[config.mk]
export PLATFORM = sky130hd
export DESIGN_NAME = spmv_mem_port
export DESIGN_NICKNAME = d
export VERILOG_FILES = /design/src/rtl/spmv_mem_pkg.sv /design/src/rtl/spmv_sync_fifo.sv /design/src/rtl/spmv_mem_port.sv
export SDC_FILE = /design/constraint.sdc
export NUM_CORES = 2
export LEC_CHECK = 0
export ABC_AREA = 1
export CAP_MARGIN = 30
export CORE_UTILIZATION = 45
export CTS_CLUSTER_DIAMETER = 30
export CTS_CLUSTER_SIZE = 14
export DETAILED_ROUTE_END_ITERATION = 16
export PLACE_DENSITY_LB_ADDON = 0.3
export SLEW_MARGIN = 25
export SYNTH_ARGS = -nofsm -noshare
export SYNTH_HDL_FRONTEND = slang
export SYNTH_SLANG_ARGS = --single-unit
[constraint.sdc]
create_clock -name clk -period 8.36 [get_ports clk]
set_input_delay 2.09 -clock clk [delete_from_list [all_inputs] [get_ports clk]]
set_output_delay 2.09 -clock clk [all_outputs]
set_load 0.01 [all_outputs]
[src/rtl/spmv_mem_pkg.sv]
// Shared widths and request/response record types for the SpMV memory port.
package spmv_mem_pkg;

    localparam int ADDR_W  = 48;
    localparam int DATA_W  = 64;
    localparam int TAG_W   = 3;
    localparam int RDCTL_W = 32;

    // Request as captured from the PE: store flag, byte address, store data or load tag.
    typedef struct packed {
        logic              is_st;
        logic [ADDR_W-1:0] addr;
        logic [DATA_W-1:0] data;
    } mem_req_t;

    // Load return: original tag plus read data.
    typedef struct packed {
        logic [TAG_W-1:0]  tag;
        logic [DATA_W-1:0] data;
    } mem_rsp_t;

    // Load rdctl sent to the MC carries only the tag; everything above it is zero.
    function automatic logic [DATA_W-1:0] rdctl_word(input logic [DATA_W-1:0] d);
        return {{(DATA_W-TAG_W){1'b0}}, d[TAG_W-1:0]};
    endfunction

endpackage

[src/rtl/spmv_sync_fifo.sv]
// Single-clock FIFO with occupancy count; pushes when full and pops when empty are ignored.
module spmv_sync_fifo #(
    parameter int WIDTH = 8,
    parameter int DEPTH = 8
) (
    input  logic                   clk,
    input  logic                   rst_n,
    input  logic                   push,
    input  logic [WIDTH-1:0]       din,
    input  logic                   pop,
    output logic [WIDTH-1:0]       dout,
    output logic [$clog2(DEPTH):0] count,
    output logic                   full,
    output logic                   empty
);

    localparam int AW = $clog2(DEPTH);
    localparam logic [AW:0] FULL_CNT = (AW+1)'(DEPTH);

    logic [WIDTH-1:0] mem [DEPTH];
    logic [AW-1:0]    wr_ptr;
    logic [AW-1:0]    rd_ptr;
    logic             do_push;
    logic             do_pop;

    assign do_push = push && !full;
    assign do_pop  = pop && !empty;
    assign full    = (count == FULL_CNT);
    assign empty   = (count == '0);
    assign dout    = mem[rd_ptr];

    // Storage array; no reset needed since reads are gated by count.
    always_ff @(posedge clk) begin
        if (do_push) mem[wr_ptr] <= din;
    end

    // Pointers wrap naturally because DEPTH is a power of two.
    always_ff @(posedge clk or negedge rst_n) begin
        if (!rst_n) begin
            wr_ptr <= '0;
            rd_ptr <= '0;
            count  <= '0;
        end else begin
            if (do_push) wr_ptr <= wr_ptr + 1'b1;
            if (do_pop)  rd_ptr <= rd_ptr + 1'b1;
            case ({do_push, do_pop})
                2'b10:   count <= count + 1'b1;
                2'b01:   count <= count - 1'b1;
                default: ;
            endcase
        end
    end

endmodule

[src/rtl/spmv_mem_port.sv]
// Adapter between spmv_pe's memory port and one MC port: request buffering,
// credit-metered load issue, response buffering and drain/idle reporting.
module spmv_mem_port
    import spmv_mem_pkg::*;
#(
    parameter int REQ_DEPTH    = 8,
    parameter int RSP_DEPTH    = 8,
    parameter int STALL_MARGIN = 2
) (
    input  logic               clk,
    input  logic               rst_n,
    input  logic               req_mem_ld,
    input  logic               req_mem_st,
    input  logic [ADDR_W-1:0]  req_mem_addr,
    input  logic [DATA_W-1:0]  req_mem_d_or_tag,
    output logic               req_mem_stall,
    output logic               rsp_mem_push,
    output logic [TAG_W-1:0]   rsp_mem_tag,
    output logic [DATA_W-1:0]  rsp_mem_q,
    input  logic               rsp_mem_stall,
    output logic               mc_req_ld,
    output logic               mc_req_st,
    output logic [ADDR_W-1:0]  mc_req_vadr,
    output logic [DATA_W-1:0]  mc_req_wrd_rdctl,
    input  logic               mc_rd_rq_stall,
    input  logic               mc_wr_rq_stall,
    input  logic               mc_rsp_push,
    input  logic [RDCTL_W-1:0] mc_rsp_rdctl,
    input  logic [DATA_W-1:0]  mc_rsp_data,
    output logic               mc_rsp_stall,
    output logic               idle,
    output logic               err
);

    localparam int RQ_CW = $clog2(REQ_DEPTH) + 1;
    localparam int CR_W  = $clog2(RSP_DEPTH) + 1;
    localparam logic [RQ_CW-1:0] STALL_LVL = RQ_CW'(REQ_DEPTH - STALL_MARGIN);
    localparam logic [CR_W-1:0]  CRED_MAX  = CR_W'(RSP_DEPTH);

    mem_req_t          req_in, req_head;
    mem_rsp_t          rsp_in, rsp_head;
    logic [RQ_CW-1:0]  req_count;
    logic [CR_W-1:0]   rsp_count;
    logic              req_full, req_empty, rsp_full, rsp_empty;
    logic [CR_W-1:0]   credits, credits_nxt;
    logic [CR_W:0]     claimed;
    logic [RQ_CW-1:0]  req_left;
    logic              req_one, req_push, req_bad;
    logic              issue_ld, issue_st, issue;
    logic              rsp_ok, rsp_push, rsp_bad, rsp_pop;
    logic              unused_rdctl;

    assign unused_rdctl = ^mc_rsp_rdctl[RDCTL_W-1:TAG_W];

    // Request capture: exactly one strobe, and room in the FIFO.
    assign req_one  = req_mem_ld ^ req_mem_st;
    assign req_push = req_one && !req_full;
    assign req_bad  = (req_mem_ld && req_mem_st) || (req_one && req_full);
    assign req_in   = '{is_st: req_mem_st, addr: req_mem_addr, data: req_mem_d_or_tag};

    assign req_mem_stall = (req_count >= STALL_LVL);
    assign mc_rsp_stall  = 1'b0;

    spmv_sync_fifo #(.WIDTH($bits(mem_req_t)), .DEPTH(REQ_DEPTH)) u_req_fifo (
        .clk   (clk),
        .rst_n (rst_n),
        .push  (req_push),
        .din   (req_in),
        .pop   (issue),
        .dout  (req_head),
        .count (req_count),
        .full  (req_full),
        .empty (req_empty)
    );

    // In-order issue: the head alone decides; a starved load holds back later stores.
    assign issue_ld = !req_empty && !req_head.is_st && !mc_rd_rq_stall && (credits != '0);
    assign issue_st = !req_empty &&  req_head.is_st && !mc_wr_rq_stall;
    assign issue    = issue_ld || issue_st;

    // A credit is held from load issue until its data leaves toward the PE, so
    // credits + rsp_count < RSP_DEPTH means some load is still out at the MC.
    // This rejects both unsolicited responses and any push into a full FIFO.
    assign claimed  = {1'b0, credits} + {1'b0, rsp_count};
    assign rsp_ok   = (claimed < {1'b0, CRED_MAX});
    assign rsp_push = mc_rsp_push && rsp_ok;
    assign rsp_bad  = mc_rsp_push && !rsp_ok;
    assign rsp_in   = '{tag: mc_rsp_rdctl[TAG_W-1:0], data: mc_rsp_data};
    assign rsp_pop  = !rsp_empty && !rsp_mem_stall;

    spmv_sync_fifo #(.WIDTH($bits(mem_rsp_t)), .DEPTH(RSP_DEPTH)) u_rsp_fifo (
        .clk   (clk),
        .rst_n (rst_n),
        .push  (rsp_push),
        .din   (rsp_in),
        .pop   (rsp_pop),
        .dout  (rsp_head),
        .count (rsp_count),
        .full  (rsp_full),
        .empty (rsp_empty)
    );

    // Next credit value: load issue takes one, a response pop returns one.
    always_comb begin
        credits_nxt = credits;
        case ({issue_ld, rsp_pop})
            2'b10:   credits_nxt = credits - 1'b1;
            2'b01:   credits_nxt = credits + 1'b1;
            default: ;
        endcase
    end

    assign req_left = req_count - RQ_CW'(issue);

    // Credit counter, sticky error and idle (all credits home implies no
    // outstanding loads and an empty response FIFO).
    always_ff @(posedge clk or negedge rst_n) begin
        if (!rst_n) begin
            credits <= CRED_MAX;
            err     <= 1'b0;
            idle    <= 1'b1;
        end else begin
            credits <= credits_nxt;
            if (req_bad || rsp_bad) err <= 1'b1;
            idle <= !req_push && (req_left == '0) && (credits_nxt == CRED_MAX);
        end
    end

    // Registered MC request; strobes last one cycle per issued entry.
    always_ff @(posedge clk or negedge rst_n) begin
        if (!rst_n) begin
            mc_req_ld        <= 1'b0;
            mc_req_st        <= 1'b0;
            mc_req_vadr      <= '0;
            mc_req_wrd_rdctl <= '0;
        end else begin
            mc_req_ld <= issue_ld;
            mc_req_st <= issue_st;
            if (issue) begin
                mc_req_vadr      <= req_head.addr;
                mc_req_wrd_rdctl <= req_head.is_st ? req_head.data : rdctl_word(req_head.data);
            end
        end
    end

    // Registered return to the PE; one push per popped entry.
    always_ff @(posedge clk or negedge rst_n) begin
        if (!rst_n) begin
            rsp_mem_push <= 1'b0;
            rsp_mem_tag  <= '0;
            rsp_mem_q    <= '0;
        end else begin
            rsp_mem_push <= rsp_pop;
            if (rsp_pop) begin
                rsp_mem_tag <= rsp_head.tag;
                rsp_mem_q   <= rsp_head.data;
            end
        end
    end

endmodule

# [After elaboration in Yosys (flattened, before gate mapping)]
# Memories as Yosys holds them, arrays and structs flattened. A register that Yosys moved wholly into a read port is not among the register bits.
# Index checks and enable logic that the tools add are counted.
[word_totals] mem_count=2 ff_bits=141 ram_bits=1440 wordCells=85
[classes] n_reduce_logical=37 bitwise_logic=1 add_sub_neg=12 muxes=8 order_cmp=2 eq_ne=9
[mem_list] name="u_req_fifo.mem" depth=8 width=113 read_ports=1 rd_clocked_by_memory_dff=0 write_ports=1 line="spmv_sync_fifo.sv:20" source="logic [WIDTH-1:0] mem [DEPTH];"
[mem_list] name="u_rsp_fifo.mem" depth=8 width=67 read_ports=1 rd_clocked_by_memory_dff=1 write_ports=1 line="spmv_sync_fifo.sv:20"
[ops] op="$mux 64" count=1
[ops] op="$pmux 4 s2" count=3
[ops] op="$logic_and 1x1->1" count=17
[ops] op="$add 3x1->3 const B" count=4
[ops] op="$add 4x1->4 const B" count=3
[ops] op="$eq 4x4->1 const B" count=3
[ops] op="$logic_not 4->1" count=3
[ops] op="$sub 4x1->4 const B" count=3
[ops] op="$logic_not 1->1" count=11
[ops] op="$eq 2x1->1 const B" count=3
[ops] op="$eq 2x2->1 const B" count=3
[ops] op="$add 4x4->5" count=1
[ops] op="$lt 5x4->1 const B" count=1
[ops] op="$ge 4x3->1 const B" count=1
[ops] op="$mux 1" count=4
[ops] op="$reduce_bool 2->1" count=2
[ops] op="$reduce_bool 4->1" count=1
[ops] op="$sub 4x1->4" count=1
[ops] op="$logic_or 1x1->1" count=3
[ops] op="$xor 1x1->1" count=1

# [Logic depth before layout (Yosys ltp)]
[depth] depth_word=10 depth_mapped=16 mapped_depth_nobuf=15

# [By module]
# From an unflattened synthesis, not the netlist that was laid out.
[unflattened] cells_unflattened=7108 area_unflattened_um2=70921.8
[by_module_without_submodules] mod="spmv_sync_fifo at u_req_fifo" cells_each=3986 seq_area_each_um2=27396.3 instances=1 area_each_um2=39588.0
[by_module_without_submodules] mod="spmv_sync_fifo at u_rsp_fifo" cells_each=2397 seq_area_each_um2=16345.7 instances=1 area_each_um2=23687.7
[by_module_without_submodules] mod="spmv_mem_port" cells_each=725 seq_area_each_um2=4707.0 instances=1 area_each_um2=7646.1

# [Worst setup path before layout]
# OpenSTA, ideal clock, no wires.
[synth_path] path_type="input port to flip-flop" start="input port req_mem_ld" end="memory u_req_fifo.mem[0][0] in the netlist's numbering, enable pin" arrival_time_ns=7.581 path_slack_ns=0.193 setup_time_ns=0.586 stages=4 required_time_ns=7.774 cell_sequence="ha_1 -> o21ai_0 -> or2_2 -> nor2_1"
[synth_between] elab_chain_cells=5
[synth_lines] item="start, declared" line="spmv_mem_port.sv:12" source="input logic req_mem_ld,"
[synth_lines] item="$xor 1x1->1" line="spmv_mem_port.sv:56" source="assign req_one = req_mem_ld ^ req_mem_st;"
[synth_lines] item="$logic_and 1x1->1" line="spmv_mem_port.sv:57" source="assign req_push = req_one && !req_full;"
[synth_lines] item="$logic_and 1x1->1" line="spmv_sync_fifo.sv:26" source="assign do_push = push && !full;"
[synth_lines] item="$mux 1" line="spmv_sync_fifo.sv:34" source="if (do_push) mem[wr_ptr] <= din;"
[synth_lines] item="$mux 1 (not written as such)" line="spmv_sync_fifo.sv:34"
[synth_lines] item="end, declared" line="spmv_sync_fifo.sv:20"
# Every way passes these cells.

# [Worst setup path after layout]
[layout_path] start="register u_req_fifo.rd_ptr[1]" end="register u_req_fifo.count[3]"
[layout_between] elab_chain_cells=9 elab_cells_between_ends=13 classes_between="eq/ne (2); mux (1); reduce/logical (9); memory (1)"
[layout_lines] item="start, declared" line="spmv_sync_fifo.sv:22" source="logic [AW-1:0] rd_ptr;"
[layout_lines] item="start signal, assigned" line="spmv_sync_fifo.sv:45" source="if (do_pop) rd_ptr <= rd_ptr + 1'b1;"
[layout_lines] item="$mem_v2 8x113 *"
[layout_lines] item="$logic_not 1->1" line="spmv_mem_port.sv:77" source="assign issue_ld = !req_empty && !req_head.is_st && !mc_rd_rq_stall && (credits != '0);"
[layout_lines] item="$logic_and 1x1->1 (3 in series)" line="spmv_mem_port.sv:77"
[layout_lines] item="$logic_or 1x1->1 *" line="spmv_mem_port.sv:79" source="assign issue = issue_ld || issue_st;"
[layout_lines] item="$logic_and 1x1->1 *" line="spmv_sync_fifo.sv:27" source="assign do_pop = pop && !empty;"
[layout_lines] item="$eq 2x1->1 or $eq 2x2->1 (tied branches)" line="spmv_sync_fifo.sv:46" source="case ({do_push, do_pop})"
[layout_lines] item="$pmux 4 s2 or $reduce_bool 2->1 (tied branches)"
[layout_lines] item="end signal, assigned" line="spmv_sync_fifo.sv:47" source="2'b10: count <= count + 1'b1;"
[layout_lines] item="end signal, assigned" line="spmv_sync_fifo.sv:48" source="2'b01: count <= count - 1'b1;"
[layout_lines] item="end, declared" line="spmv_sync_fifo.sv:12" source="output logic [$clog2(DEPTH):0] count,"
# Every way passes the cells marked *; elsewhere a longest branch is shown, timed or not.
# A chain may end at the register's enable or synchronous reset.

==> out/results.ini <==
[route]
wl_mm = 164
antenna_left = 0
drt-initial-drc-count = 3243
wire_per_inst_um = 20.8
wl_met3_mm = 12.9
vias_per_cell = 5.35
top_layer_used = met5
drc = 0
via_count = 42300
first_pass_iters = 8
met1_length_mm = 67.4
dr_wl_met2_mm = 79.8

[sta]
skew_ns = 0.0900
max_freq_mhz = 199
rsz0062_at_grt = false
finalHoldViolCount = 0
tns_ns = 0
tightest_slew_ns = 1.10
period_share_pct = 60.0
report.final.setup_viol = 0
drv_slew = 0
max_slew_margin_pct = 26.6
period_minus_slack_ns = 5.01

[placement]
gp_congestion = 0.756
dp.final_hpwl_mm = 79.9
portBuffers = 371
place_inst = 7286

[floorplan]
start_util_pct = 45.6
die_h_um = 381
dieArea_um2 = 145000
ioPinCount = 402
core_um2 = 142000
die-width_um = 381
rows = 138

[hold_path]
worstHoldPathType = flip-flop to flip-flop
hp-start = rsp_mem_q[26]$_DFFE_PN0P_
hold_path_end = rsp_mem_q[26]$_DFFE_PN0P_
hold_depth = 2

[global_routing]
grt_pass1_wl_mm = 248
grt_pass1_vias = 41900
grt_overflow = 0
grt_max_degree = 133
antenna_found_initial = 35
groute.usage.overall_pct = 22.2

[power]
sw_frac_of_total_pct = 33.3
internal_power_w = 0.0220
p_leak_nw = 30.2
powerDensity_nw_per_um2 = 405
p_clk_share_pct = 38.8
power.total_w = 0.0330
seqPwrFrac_pct = 33.8
ir_drop_v = 0.000292
p_sw_w = 0.0110
p_comb_share_pct = 27.4

[outcome]
status = finished clean

[run]
max-cap-violations = 0

[logic_synthesis]
yosysWarnings = 0
synth_top_area_share_pct = 66.8
synth.distinct_cells = 32
synthesis.instances = 5299
syn_area_per_cell_um2 = 12.2
synth_edf_count = 1440
yosys.area.top_type = edfxtp_1
synth_seq_cells = 1648
synthesis.nets = 5536
syn_area_um2 = 64800
yosysSeqAreaShare_pct = 74.8
synth-async-reset-ratio_pct = 12.6
netlist_top_cells_area = edfxtp_1 67%, dfrtp_1 8.0%, nand2_1 6.8%
synthFlopType = edfxtp_1

[cells_and_area]
synthToLayoutAreaGrowth_pct = 25.9
final_cell_count_no_fill = 7906
drive_gt1_share_pct = 10.6
nFillCells = 11100
final_nets = 5980

[clock_tree]
clock-sinks = 1648
htreeDepth = 5
ctsResizeCount = 0
cts_tree = done
cts_setup_buffers = 0
cts_buffers = 338
clkLatencyLatePin_ns = 0.92
clockBufferDepth = 4
path_clk_slew_ns = 0.05
cts_hold_buffers = 0
clockRootBuffer = clkbuf_16

[critical_path]
r2r_slack_ns = 3.35
worstPathArrival_ns = 5.75
worst_setup_path_start_kind = flip-flop
path_class = flip-flop to flip-flop
r2r_end = u_req_fifo.count[3]$_DFFE_PN0P_
crit_fanout = 129
rr_startpoint = u_req_fifo.rd_ptr[1]$_DFFE_PN0P_
required_ns = 9.10
end_kind = flip-flop
reg2reg_depth = 15

==> metal layers <==
layer,global-route usage (%),vias up
li1,-,19700
met1,28.6,20700
met2,36.3,1513
met3,5.96,321
met4,7.79,42
met5,0,-
==> stage by stage <==
stage / hold WS (ns) / setup slack, ns / area, µm² / util [%]
2_1_floorplan: 0.469 / 0.193 / 64800 / -
3_3_place_gp: 0.464 / 2.64 / 70100 / 49.3
3_5_place_dp: 0.465 / 2.65 / 70300 / 49.5
4_1_cts: 0.480 / 2.88 / 81300 / 57.2
5_1_grt: 0.503 / 2.96 / 81500 / 57.4
6_report: 0.475 / 3.35 / 81500 / 57.4
==> sequential cells by signal, indices dropped and copies added (netlist names), 4 cells and up <==
| register | flops |
|---|---|
| u_rsp_fifo.mem | 536 |
| u_rsp_fifo.count | 4 |
| u_req_fifo.mem | 904 |
| credits | 4 |
| rsp_mem_q | 64 |
| u_req_fifo.count | 4 |
| mc_req_wrd_rdctl | 64 |
| mc_req_vadr | 48 |
==> cells in the mapped netlist (5+ instances only) <==
library cell	number
inv_1	114
o22ai_1	102
a21oi_1	24
buf_2	86
edfxtp_1	1440
dfrtp_1	206
nor2_1	779
o21ai_1	14
buf_4	19
o21ai_0	532
ha_1	18
inv_2	5
o211ai_1	197
xor2_1	9
clkbuf_1	194
nand3_1	320
nand2_1	1182
buf_1	33
==> critical path: stages, from the launching register on <==
cell	delay, ns
dfrtp_4	0.85
inv_8	0.41
nand3_1	0.23
nand3_1	0.16
nand2_2	0.12
buf_4	0.47
nand2_4	0.52
nand2_4	0.73
ha_1	0.37
ha_1	0.30
a21oi_1	0.15
nand2_1	0.10
a21oi_1	0.16
o21ai_0	0.10
nand2_1	0.06
nand2_1	0.04
==> logic make-up (layout without fill, tap and decap cells) <==
family / count (synthesis) / count (layout) / share of synthesized area [%]
flops: 1648 / 1648 / 74.8
xor+xnor: 13 / 13 / 0.176
other cells: 1 / 13 / 0.00579
fa+ha+maj: 21 / 21 / 0.440
compound gates: 872 / 872 / 7.71
simple gates: 2288 / 2288 / 13.9
buf+inv: 456 / 1161 / 2.96
==> cell usage in the layout, fill, tap and decap left out, types with 16 or more instances in the layout <==
master | synthesis | final
clkdlybuf4s50_1 | 0 | 370
clkinvlp_4 | 0 | 30
clkbuf_1 | 194 | 49
inv_6 | 0 | 32
o22ai_1 | 102 | 102
clkbuf_16 | 0 | 346
a21oi_1 | 24 | 24
o211ai_1 | 197 | 197
nor2_1 | 779 | 763
clkinv_1 | 1 | 26
edfxtp_1 | 1440 | 1440
clkinv_2 | 0 | 50
nand3_1 | 320 | 319
inv_1 | 114 | 113
buf_12 | 0 | 16
buf_4 | 19 | 43
clkinv_4 | 0 | 25
nand2_1 | 1182 | 1182
ha_1 | 18 | 18
o21ai_0 | 532 | 532
nor2_4 | 0 | 16
dfrtp_1 | 206 | 200
bufinv_16 | 0 | 30
==> power groups by stage <==
stage	logic [W]	registers [W]	clock network [W]
floorplan	0.00564	0.0113	0
global placement	0.00873	0.0113	0
detailed placement	0.00898	0.0113	0
CTS	0.00905	0.0112	0.0130
global route	0.0101	0.0113	0.0134
finish	0.00906	0.0112	0.0128
==> worst max-delay path by stage <==
stage | from | to | slack (ns) | cells past startpoint
final | u_req_fifo.rd_ptr[1]$_DFFE_PN0P_ | u_req_fifo.count[3]$_DFFE_PN0P_ | 3.35 | 15
after CTS | u_req_fifo.rd_ptr[2]$_DFFE_PN0P_ | u_req_fifo.count[3]$_DFFE_PN0P_ | 2.88 | 14
after floorplan | req_mem_ld | u_req_fifo.mem[0][0]$_DFFE_PP_ | 0.19 | 4
after global routing | u_req_fifo.rd_ptr[1]$_DFFE_PN0P_ | u_req_fifo.count[3]$_DFFE_PN0P_ | 2.96 | 15
after detailed placement | mc_wr_rq_stall | u_req_fifo.count[3]$_DFFE_PN0P_ | 2.65 | 12
after global placement | mc_wr_rq_stall | u_req_fifo.count[3]$_DFFE_PN0P_ | 2.64 | 12
==> final cells by class <==
class                      count  area, µm²  share of cell area [%]
timing repair buffer         440       4640                    5.69
multi-input combinational   3195      14600                    17.9
clock inverter               196       2030                    2.49
sequential                  1648      48500                    59.4
antenna                       12       30.0                  0.0368
inverter                     120        473                   0.580
tap                         1890       2360                    2.90
clock buffer                 405       8980                    11.0
Note: power is estimated with default switching activity, not from simulation.
